<file path="config.mk">
export PLATFORM = sky130hd
export DESIGN_NAME = tmds_decoder_flat
export DESIGN_NICKNAME = d
export VERILOG_FILES = /design/src/rtl/tmds_decoder_if.sv /design/src/rtl/tmds_decoder.sv /design/src/flat_wrapper.sv
export SDC_FILE = /design/constraint.sdc
export NUM_CORES = 1
export LEC_CHECK = 0
export ABC_AREA = 1
export CORE_MARGIN = 4
export CORE_UTILIZATION = 51
export DETAILED_ROUTE_END_ITERATION = 7
export PLACE_DENSITY = 0.73
export SLEW_MARGIN = 0
export SYNTH_ARGS = -nofsm -noshare
export SYNTH_HDL_FRONTEND = slang
export SYNTH_SLANG_ARGS = --single-unit
</file>
<file path="constraint.sdc">
create_clock -name i_hdmi_clk -period 1.7 [get_ports i_hdmi_clk]
set_clock_uncertainty 0.05 [all_clocks]
set_input_delay 0.34 -clock i_hdmi_clk [delete_from_list [all_inputs] [get_ports i_hdmi_clk]]
set_output_delay 0.34 -clock i_hdmi_clk [all_outputs]
set_load 0.05 [all_outputs]
</file>
<file path="src/rtl/tmds_decoder_if.sv">
// Symbol-side bundle of one TMDS receive channel: raw deserialized word in,
// decoded pixel/control/enable plus alignment status out.
interface tmds_decoder_if;
  logic [9:0] i_raw;
  logic [7:0] o_data;
  logic [1:0] o_ctrl;
  logic       o_display_enable;
  logic       o_locked;
  logic [3:0] o_offset;

  modport master (
    output i_raw,
    input  o_data, o_ctrl, o_display_enable, o_locked, o_offset
  );

  modport slave (
    input  i_raw,
    output o_data, o_ctrl, o_display_enable, o_locked, o_offset
  );
endinterface

</file>
<file path="src/rtl/tmds_decoder.sv">
// TMDS channel receiver: slides a 10-bit window over the deserialized stream
// until control-token runs line up, then decodes pixel, control and enable.
module tmds_decoder #(
  parameter int LOCK_COUNT    = 16,
  parameter int SEARCH_CYCLES = 2048,
  parameter int LOSS_CYCLES   = 4096
) (
  input  logic          i_hdmi_clk,
  input  logic          i_reset_n,
  tmds_decoder_if.slave bus
);

  localparam int RUN_W   = $clog2(LOCK_COUNT + 1);
  localparam int DWELL_W = $clog2(SEARCH_CYCLES + 1);
  localparam int LOSS_W  = $clog2(LOSS_CYCLES + 1);

  localparam logic [RUN_W-1:0]   RUN_LAST   = RUN_W'(LOCK_COUNT - 1);
  localparam logic [DWELL_W-1:0] DWELL_LAST = DWELL_W'(SEARCH_CYCLES - 1);
  localparam logic [LOSS_W-1:0]  LOSS_LAST  = LOSS_W'(LOSS_CYCLES - 1);

  typedef enum logic [1:0] {ST_SEARCH, ST_SLIP, ST_LOCKED} state_t;

  state_t             r_state, w_state_next;
  logic [8:0]         r_prev_hi;
  logic [9:0]         r_sym;
  logic [3:0]         r_offset, w_offset_next;
  logic [RUN_W-1:0]   r_runcnt, w_runcnt_next;
  logic [DWELL_W-1:0] r_dwell, w_dwell_next;
  logic [LOSS_W-1:0]  r_silence, w_silence_next;
  logic [7:0]         r_data, w_data_next;
  logic [1:0]         r_ctrl, w_ctrl_next;
  logic               r_de, w_de_next;
  logic               r_locked, w_locked_next;

  // Bit 0 of the previous word is never reachable by any offset, so only 9 bits are kept.
  logic [18:0] w_window;
  logic [9:0]  w_cand [10];
  logic [9:0]  w_aligned;
  assign w_window = {bus.i_raw, r_prev_hi};

  genvar gi;
  generate
    for (gi = 0; gi < 10; gi++) begin : gen_cand
      assign w_cand[gi] = w_window[(9 - gi) +: 10];
    end
  endgenerate
  assign w_aligned = w_cand[r_offset];

  logic       w_is_tok;
  logic [1:0] w_tok_val;
  always_comb begin
    w_is_tok  = 1'b1;
    w_tok_val = 2'b00;
    case (r_sym)
      10'b1101010100: w_tok_val = 2'b00;
      10'b0010101011: w_tok_val = 2'b01;
      10'b0101010100: w_tok_val = 2'b10;
      10'b1010101011: w_tok_val = 2'b11;
      default:        w_is_tok  = 1'b0;
    endcase
  end

  logic [7:0] w_t, w_dec;
  assign w_t      = r_sym[9] ? ~r_sym[7:0] : r_sym[7:0];
  assign w_dec[0] = w_t[0];
  generate
    for (gi = 1; gi < 8; gi++) begin : gen_dec
      assign w_dec[gi] = r_sym[8] ? (w_t[gi] ^ w_t[gi-1]) : ~(w_t[gi] ^ w_t[gi-1]);
    end
  endgenerate

  always_comb begin
    w_state_next   = r_state;
    w_offset_next  = r_offset;
    w_runcnt_next  = r_runcnt;
    w_dwell_next   = r_dwell;
    w_silence_next = r_silence;
    w_data_next    = 8'd0;
    w_ctrl_next    = 2'b00;
    w_de_next      = 1'b0;
    w_locked_next  = r_locked;
    case (r_state)
      ST_SEARCH: begin
        // Lock is tested first so a run completing on the last dwell cycle still wins.
        if (w_is_tok && r_runcnt == RUN_LAST) begin
          w_state_next   = ST_LOCKED;
          w_locked_next  = 1'b1;
          w_runcnt_next  = '0;
          w_dwell_next   = '0;
          w_silence_next = '0;
        end else if (r_dwell == DWELL_LAST) begin
          w_state_next  = ST_SLIP;
          w_offset_next = (r_offset == 4'd9) ? 4'd0 : r_offset + 4'd1;
          w_runcnt_next = '0;
          w_dwell_next  = '0;
        end else begin
          w_runcnt_next = w_is_tok ? r_runcnt + 1'b1 : '0;
          w_dwell_next  = r_dwell + 1'b1;
        end
      end
      ST_SLIP: w_state_next = ST_SEARCH;
      ST_LOCKED: begin
        if (w_is_tok) begin
          w_ctrl_next    = w_tok_val;
          w_silence_next = '0;
        end else if (r_silence == LOSS_LAST) begin
          w_state_next   = ST_SEARCH;
          w_locked_next  = 1'b0;
          w_runcnt_next  = '0;
          w_dwell_next   = '0;
          w_silence_next = '0;
        end else begin
          w_de_next      = 1'b1;
          w_data_next    = w_dec;
          w_ctrl_next    = r_ctrl;
          w_silence_next = r_silence + 1'b1;
        end
      end
      default: w_state_next = ST_SEARCH;
    endcase
  end

  always_ff @(posedge i_hdmi_clk or negedge i_reset_n) begin
    if (!i_reset_n) begin
      r_state   <= ST_SEARCH;
      r_prev_hi <= '0;
      r_sym     <= '0;
      r_offset  <= '0;
      r_runcnt  <= '0;
      r_dwell   <= '0;
      r_silence <= '0;
      r_data    <= '0;
      r_ctrl    <= '0;
      r_de      <= 1'b0;
      r_locked  <= 1'b0;
    end else begin
      r_state   <= w_state_next;
      r_prev_hi <= bus.i_raw[9:1];
      r_sym     <= w_aligned;
      r_offset  <= w_offset_next;
      r_runcnt  <= w_runcnt_next;
      r_dwell   <= w_dwell_next;
      r_silence <= w_silence_next;
      r_data    <= w_data_next;
      r_ctrl    <= w_ctrl_next;
      r_de      <= w_de_next;
      r_locked  <= w_locked_next;
    end
  end

  assign bus.o_data           = r_data;
  assign bus.o_ctrl           = r_ctrl;
  assign bus.o_display_enable = r_de;
  assign bus.o_locked         = r_locked;
  assign bus.o_offset         = r_offset;

endmodule

</file>
<file path="src/flat_wrapper.sv">
// flat-port wrapper written by rule: the top's interface ports become plain ports
module tmds_decoder_flat 
#(
  parameter int LOCK_COUNT    = 16,
  parameter int SEARCH_CYCLES = 2048,
  parameter int LOSS_CYCLES   = 4096
)
  (i_hdmi_clk, i_reset_n, bus_i_raw, bus_o_data, bus_o_ctrl, bus_o_display_enable, bus_o_locked, bus_o_offset);
  tmds_decoder_if bus_i ();
  input  logic i_hdmi_clk;
  input  logic i_reset_n;
  input wire logic [$bits(bus_i.i_raw)-1:0] bus_i_raw;
  output wire logic [$bits(bus_i.o_data)-1:0] bus_o_data;
  output wire logic [$bits(bus_i.o_ctrl)-1:0] bus_o_ctrl;
  output wire logic [$bits(bus_i.o_display_enable)-1:0] bus_o_display_enable;
  output wire logic [$bits(bus_i.o_locked)-1:0] bus_o_locked;
  output wire logic [$bits(bus_i.o_offset)-1:0] bus_o_offset;
  assign bus_i.i_raw = bus_i_raw;
  assign bus_o_data = bus_i.o_data;
  assign bus_o_ctrl = bus_i.o_ctrl;
  assign bus_o_display_enable = bus_i.o_display_enable;
  assign bus_o_locked = bus_i.o_locked;
  assign bus_o_offset = bus_i.o_offset;
  tmds_decoder #(.LOCK_COUNT(LOCK_COUNT), .SEARCH_CYCLES(SEARCH_CYCLES), .LOSS_CYCLES(LOSS_CYCLES)) u_core (.i_hdmi_clk(i_hdmi_clk), .i_reset_n(i_reset_n), .bus(bus_i));
endmodule
</file>
==> flow_summary.ini, run 1 <==
[run_status]
status = finished with violations
violations = setup timing

[timing]
timing.final.ws_setup_ns = -0.0707
rsz0062_at_grt = yes
finalHoldViolations = 0
max_slew.worst_pin.slew_ns = 0.522
post-route-period-util_pct = 104
max_slew_margin_pct = 65.1
hold_slack_ns = 0.396
timing.final.max_slew_violations = 0
timing.fmax_ghz = 0.565
setup_viol = 25
fin_crit_ns = 1.77
fin_setup_tns_ns = -0.673

[route]
route.antenna.remaining_nets = 0
wl_mm = 9.50
drt_iter0_drc = 186
drc = 0
wl_per_cell_um = 13.2
dr_total_vias = 3733
vias_per_cell = 5.17
drt_pass1_iterations = 5

[floorplanning]
chipWidth_um = 96.6
die_h_um = 96.6
start_util_pct = 52.1
dieArea_um2 = 9330
rows = 32
io-pin-count = 28
core_area_um2 = 7690

[setup_path]
worst-setup-path-type = reg2reg
reg2reg_depth = 11
cp-start-kind = register
cp-end-kind = register
timing.rr.end = u_core.bus.o_ctrl[0]$_DFFE_PN0P_
cp_slowest_cell = dfrtp_1
arrival_ns = 1.96
max_stage_delay_ns = 0.42
ff2ff_setup_slack_ns = -0.07
critPathBufInv = 4
cp_top_family = simple AND/OR/NAND/NOR gates
path_cells = inv_1 > ha_2 > inv_2 > nor2_4 > nand3_4 > nand2_8 > clkinvlp_4 > nand2_4 > inv_4 > nand2_2 > o21ai_1
path_max_fanout = 6
worstPathRequired_ns = 1.89
r2r_start = u_core.r_sym[4]$_DFF_PN0_

[logic_synthesis]
syn_inst = 556
ys_types = 31
synthDominantCellAreaShare_pct = 41.9
synth_edf_count = 0
yosysTopAreaCell = dfrtp_1
synth_area_per_cell_um2 = 7.20
async_flop_share_pct = 100
synth_flop_cell = dfrtp_1
ys_ff_latch = 67
syn-cell-area_um2 = 4010
yosysSeqAreaShare_pct = 41.9
synth_warnings = 0
yosys-top-cells-area = dfrtp_1 42%, nand2_1 20%, inv_1 5.5%, nor2_1 4.7%, nand3_1 4.6%
syn-num-nets = 578

[global_route]
grt_pass1_wl_mm = 15.4
track_usage_pct = 19.8
grt_overflow = 0
antenna_found_initial = 0
grt_max_degree = 68
grt_pass1_vias = 3399

[final_layout]
fillers = 635
fin_util_pct = 66.8
area_growth_syn_to_layout_pct = 28.1
drive_gt1_share_pct = 22.9
regArea_um2 = 1680
final_common_cell = nand2_1
n_antenna_cell = 0
fin_nets = 637
layout_common_cells = 187 x nand2_1, 67 x dfrtp_1, 54 x inv_1
fin_cells = 722
multiInputGateArea_um2 = 2280

[placement]
place_congestion = 0.873
dp_hpwl_mm = 6.29
place_inst = 692
io_buffers = 27

[cts]
cts.sinks = 67
htree_levels = 3
cts_buffer_depth = 2
cts_buffers = 9
worstSkewPairLatency_ns = 0.35
path_clk_slew_ns = 0.08
cts_tree = built
clockRootBuffer = clkbuf_8

[worst_hold_path]
holdCritPathClass = in2reg
holdPathStages = 1
min_to = u_core.r_prev_hi[8]$_DFF_PN0_
hp-start = bus_i_raw[9]

[power]
switching_power_mw = 0.777
total_power_mw = 3.19
combPwrFrac_pct = 5.9
power.density_nw_per_um2 = 621
sw_frac_of_total_pct = 24.4
pwr-share-seq_pct = 51.4
ir_drop_mv = 0.399
power_frac_clock_pct = 42.7
power.leakage_nw = 2.61
power.internal_mw = 2.41

[job]
max-cap-violations = 0
what timing repair did:
item	4_1_cts	5_1_grt
endpoints found under the setup margin	28	45
gates cloned	0	2
setup buffers	4	8
gates resized for setup	5	76
hold buffers	1	0
endpoints found under the hold margin	67	0
pin swaps	3	21
cell usage after synthesis (3+ instances only):
master and count:
xnor2_1 7, nand2_4 3, inv_1 59, o21ai_1 5, nand3_1 37, a21oi_1 8, o21ai_0 25, nor2_1 50
buf_2 5, nand4_1 14, inv_2 4, nor3_1 4, xor2_1 14, nand2_2 6, nand2_1 213, clkbuf_1 6
dfrtp_1 67, nor2_4 3, ha_1 10
worst reg2reg max path: stages, from the launching register on:
cell        delay, ns
dfrtp_1          0.42
inv_1            0.09
ha_2             0.18
inv_2            0.04
nor2_4           0.11
nand3_4          0.11
nand2_8          0.15
clkinvlp_4       0.17
nand2_4          0.15
inv_4            0.06
nand2_2          0.05
o21ai_1          0.07
power groups by stage:
stage,Clock (mW),Combinational [mW],Sequential (mW)
6_report,1.36,0.189,1.64
5_1_grt,1.47,0.216,1.64
4_1_cts,1.40,0.179,1.63
3_5_place_dp,0,0.175,1.67
3_3_place_gp,0,0.171,1.67
2_1_floorplan,0,0.0909,1.66
area by class of cell:
cell class / count / share of cell area [%]
timing repair buffer: 60 / 11.6
sequential: 67 / 32.7
clock buffer: 10 / 2.68
clock inverter: 6 / 1.24
multi-input combinational: 414 / 44.4
inverter: 63 / 4.95
tap: 102 / 2.49
per-stage QoR:
stage | worst slack (ns) | area [µm²]
after detailed placement | -0.0442 | 4510
after global routing | -0.169 | 5130
final | -0.0707 | 5130
after floorplan | 0.000364 | 4010
after global placement | -0.0239 | 4510
after CTS | -0.00220 | 4790
how the worst max path moves through the flow:
stage / from / end / cells past startpoint
after floorplan: u_core.bus.o_offset[0]$_DFFE_PN0P_ / u_core.r_sym[7]$_DFF_PN0_ / 8
after global placement: bus_i_raw[1] / u_core.r_sym[6]$_DFF_PN0_ / 9
after detailed placement: u_core.r_sym[4]$_DFF_PN0_ / u_core.r_dwell[11]$_DFFE_PN0P_ / 11
after CTS: u_core.r_sym[4]$_DFF_PN0_ / u_core.r_silence[2]$_DFFE_PN0P_ / 10
after global routing: u_core.r_sym[4]$_DFF_PN0_ / u_core.bus.o_ctrl[0]$_DFFE_PN0P_ / 11
final: u_core.r_sym[4]$_DFF_PN0_ / u_core.bus.o_ctrl[0]$_DFFE_PN0P_ / 11
routing by layer:
layer	share of wire, %	vias to the layer above	track usage, %
li1	-	1854	-
met5	0	-	0
met3	5.1	18	4.04
met2	48	98	30.0
met4	2.2	0	8.42
met1	45	1763	27.5
sequential cells by signal (all words and copies together), names as in the netlist:
register and cells:
u_core.r_silence 13, u_core.r_dwell 12, u_core.r_sym 10, u_core.r_prev_hi 9, u_core.bus.o_data 8, u_core.r_runcnt 5
u_core.bus.o_offset 4, u_core.bus.o_ctrl 2, u_core.r_state 2, u_core.bus.o_display_enable 1, u_core.bus.o_locked 1
logic make-up after synthesis:
logic type / count (synthesis) / synth area share [%]
flip-flops: 67 / 41.9
XOR/XNOR: 21 / 4.59
multiplexers: 2 / 0.500
adder cells (fa/ha/maj): 10 / 3.12
buffers and inverters: 77 / 7.84
AND/OR/NAND/NOR: 336 / 36.2
AO/OA/AOI/OAI: 43 / 5.84
(Power assumes the default switching activity.)
==> run 2, diff against run 1 <==
- SKIP_CTS_REPAIR_TIMING: not set -> 1
==> run 2 against run 1 <==
  * The run now ends clean
  * Core utilization decreased by 3.4 points
  * Fmax increased by 6.7%
  * First-iteration DRC count increased by 4.3%
  * Non-clock buffer count decreased by 3
  * Worst hold slack improved by 0.0013 ns
  * Clock-buffer cell count unchanged
  * Critical path depth unchanged
  * Combinational power decreased by 5%
  * Worst setup slack improved by 0.11 ns
  * Via count decreased by 2.8%
==> flow_summary.ini, run 2 (synthesis gave the netlist of run 1 again) <==
[final_layout]
area_growth_syn_to_layout_pct = 21.6
multiInputGateArea_um2 = 2090
largest_register = u_core.r_silence
n_antenna_cell = 0
reg_top3 = u_core.r_silence (13), u_core.r_dwell (12), u_core.r_sym (10)
layout_common_cells = 209 x nand2_1, 67 x dfrtp_1, 55 x inv_1
drive_gt1_share_pct = 16.3
fillers = 673
fin_nets = 632
largest_reg_flops = 13
regArea_um2 = 1680
final_common_cell = nand2_1

[global_route]
track_usage_pct = 19.3
grt_max_degree = 68
antenna_found_initial = 0
grt_pass1_wl_mm = 15.1
grt_overflow = 0
grt_pass1_vias = 3330

[power]
power.leakage_nw = 2.53
combPwrFrac_pct = 5.7
pwr-share-seq_pct = 51.5
power.density_nw_per_um2 = 652
sw_frac_of_total_pct = 24.2
power_frac_clock_pct = 42.8
ir_drop_mv = 0.404
switching_power_mw = 0.769
power.internal_mw = 2.41

[setup_path]
cp_top_family = simple AND/OR/NAND/NOR gates
cp_slowest_cell = dfrtp_1
crit_top_cell = nand2_4
critPathBufInv = 3
path_cells = inv_1 > ha_2 > inv_2 > nor2_2 > nand3_2 > nand2_4 > nand3_4 > nand2_4 > inv_6 > nand2_1 > o21ai_1
arrival_ns = 1.85
path_max_fanout = 9
worst-setup-path-type = reg2reg
cp-start-kind = register
max_stage_delay_ns = 0.41
cp-end-kind = register
worstPathRequired_ns = 1.89

[cts]
cts_buffers = 9
worstSkewPairLatency_ns = 0.35
clockRootBuffer = clkbuf_8
cts_buffer_depth = 2
path_clk_slew_ns = 0.08
cts.sinks = 67
cts_tree = built
htree_levels = 3

[placement]
place_worst_setup_slack_ns = -0.0442
io_buffers = 27
place_congestion = 0.873
dp_hpwl_mm = 6.29

[worst_hold_path]
holdCritPathClass = in2reg

[timing]
timing.final.ws_setup_ns = 0.0399
rsz0062_at_grt = yes
max_slew.worst_pin.slew_ns = 0.436
fin_crit_ns = 1.66
timing.fmax_ghz = 0.602
timing.final.max_slew_violations = 0
hold_slack_ns = 0.397
finalHoldViolations = 0
setup_viol = 0
max_slew_margin_pct = 70.8
post-route-period-util_pct = 97.7

[job]
max-cap-violations = 0

[route]
drt_iter0_drc = 194
wl_per_cell_um = 12.4
dr_total_vias = 3627
drc = 0
drt_pass1_iterations = 4
wl_mm = 8.90
vias_per_cell = 5.06
route.antenna.remaining_nets = 0

[floorplanning]
die_h_um = 96.6
start_util_pct = 52.1
chipWidth_um = 96.6
core_area_um2 = 7690
dieArea_um2 = 9330
io-pin-count = 28
rows = 32

[run_status]
status = completed
run 2: changes by cell type in the layout (fill, tap and decap cells not counted), moves of 4 or more:
cell / previous run / this run
nand2_2: 28 / 8
ha_1: 2 / 7
nand2_8: 5 / 1
nor2_1: 41 / 48
ha_2: 7 / 2
nand2_1: 187 / 209
nor2_2: 7 / 3
run 2: layer usage:
layer | up-vias | global-route usage (%) | part of all wire, %
met5 | - | 0 | 0
met4 | 0 | 7.78 | 2.0
met2 | 77 | 29.0 | 46
li1 | 1840 | - | -
met3 | 15 | 3.89 | 4.8
met1 | 1695 | 27.3 | 47
run 2: layout make-up:
class                   count  share of cell area (%)
well taps                 102                    2.62
clock buffers              10                    2.83
flip-flops and latches     67                    34.4
repair buffers             57                    11.0
clock inverters             6                    1.31
inverters                  63                    4.96
multi-input cells         412                    42.9
run 2: path summary, 6_finish.rpt:
kind                                                start                               to  slack, ns  depth (start not counted)
min in group asynchronous                       i_reset_n  u_core.r_silence[5]$_DFFE_PN0P_       0.48                          3
min reg2reg                u_core.r_runcnt[4]$_DFFE_PN0P_   u_core.r_runcnt[4]$_DFFE_PN0P_       0.43                          2
max reg2reg                     u_core.r_sym[4]$_DFF_PN0_  u_core.r_silence[0]$_DFFE_PN0P_       0.04                         11
max in group asynchronous                       i_reset_n   u_core.bus.o_data[3]$_DFF_PN0_       0.81                          3
min                                          bus_i_raw[9]    u_core.r_prev_hi[8]$_DFF_PN0_       0.40                          1
max                             u_core.r_sym[4]$_DFF_PN0_  u_core.r_silence[0]$_DFFE_PN0P_       0.04                         11
run 2: power by group through the flow:
stage / Clock (mW) / Combinational, mW / Sequential (mW)
after global placement: 0 / 0.171 / 1.67
after detailed placement: 0 / 0.175 / 1.67
after global routing: 1.47 / 0.208 / 1.64
after CTS: 1.40 / 0.176 / 1.63
final: 1.36 / 0.180 / 1.64
after floorplan: 0 / 0.0909 / 1.66
run 2: metrics by stage:
| stage | instance area [µm²] | total power [mW] | TNS, ns | utilization, % | instances |
|---|---|---|---|---|---|
| global route | 4870 | 3.31 | -2.11 | 63.4 | 717 |
| global placement | 4510 | 1.84 | -0.0239 | 58.7 | 692 |
| floorplan | 4010 | 1.75 | 0 | - | 556 |
| CTS | 4710 | 3.21 | -0.753 | 61.3 | 708 |
| finish | 4870 | 3.18 | 0 | 63.4 | 717 |
| detailed placement | 4510 | 1.84 | -0.393 | 58.7 | 692 |
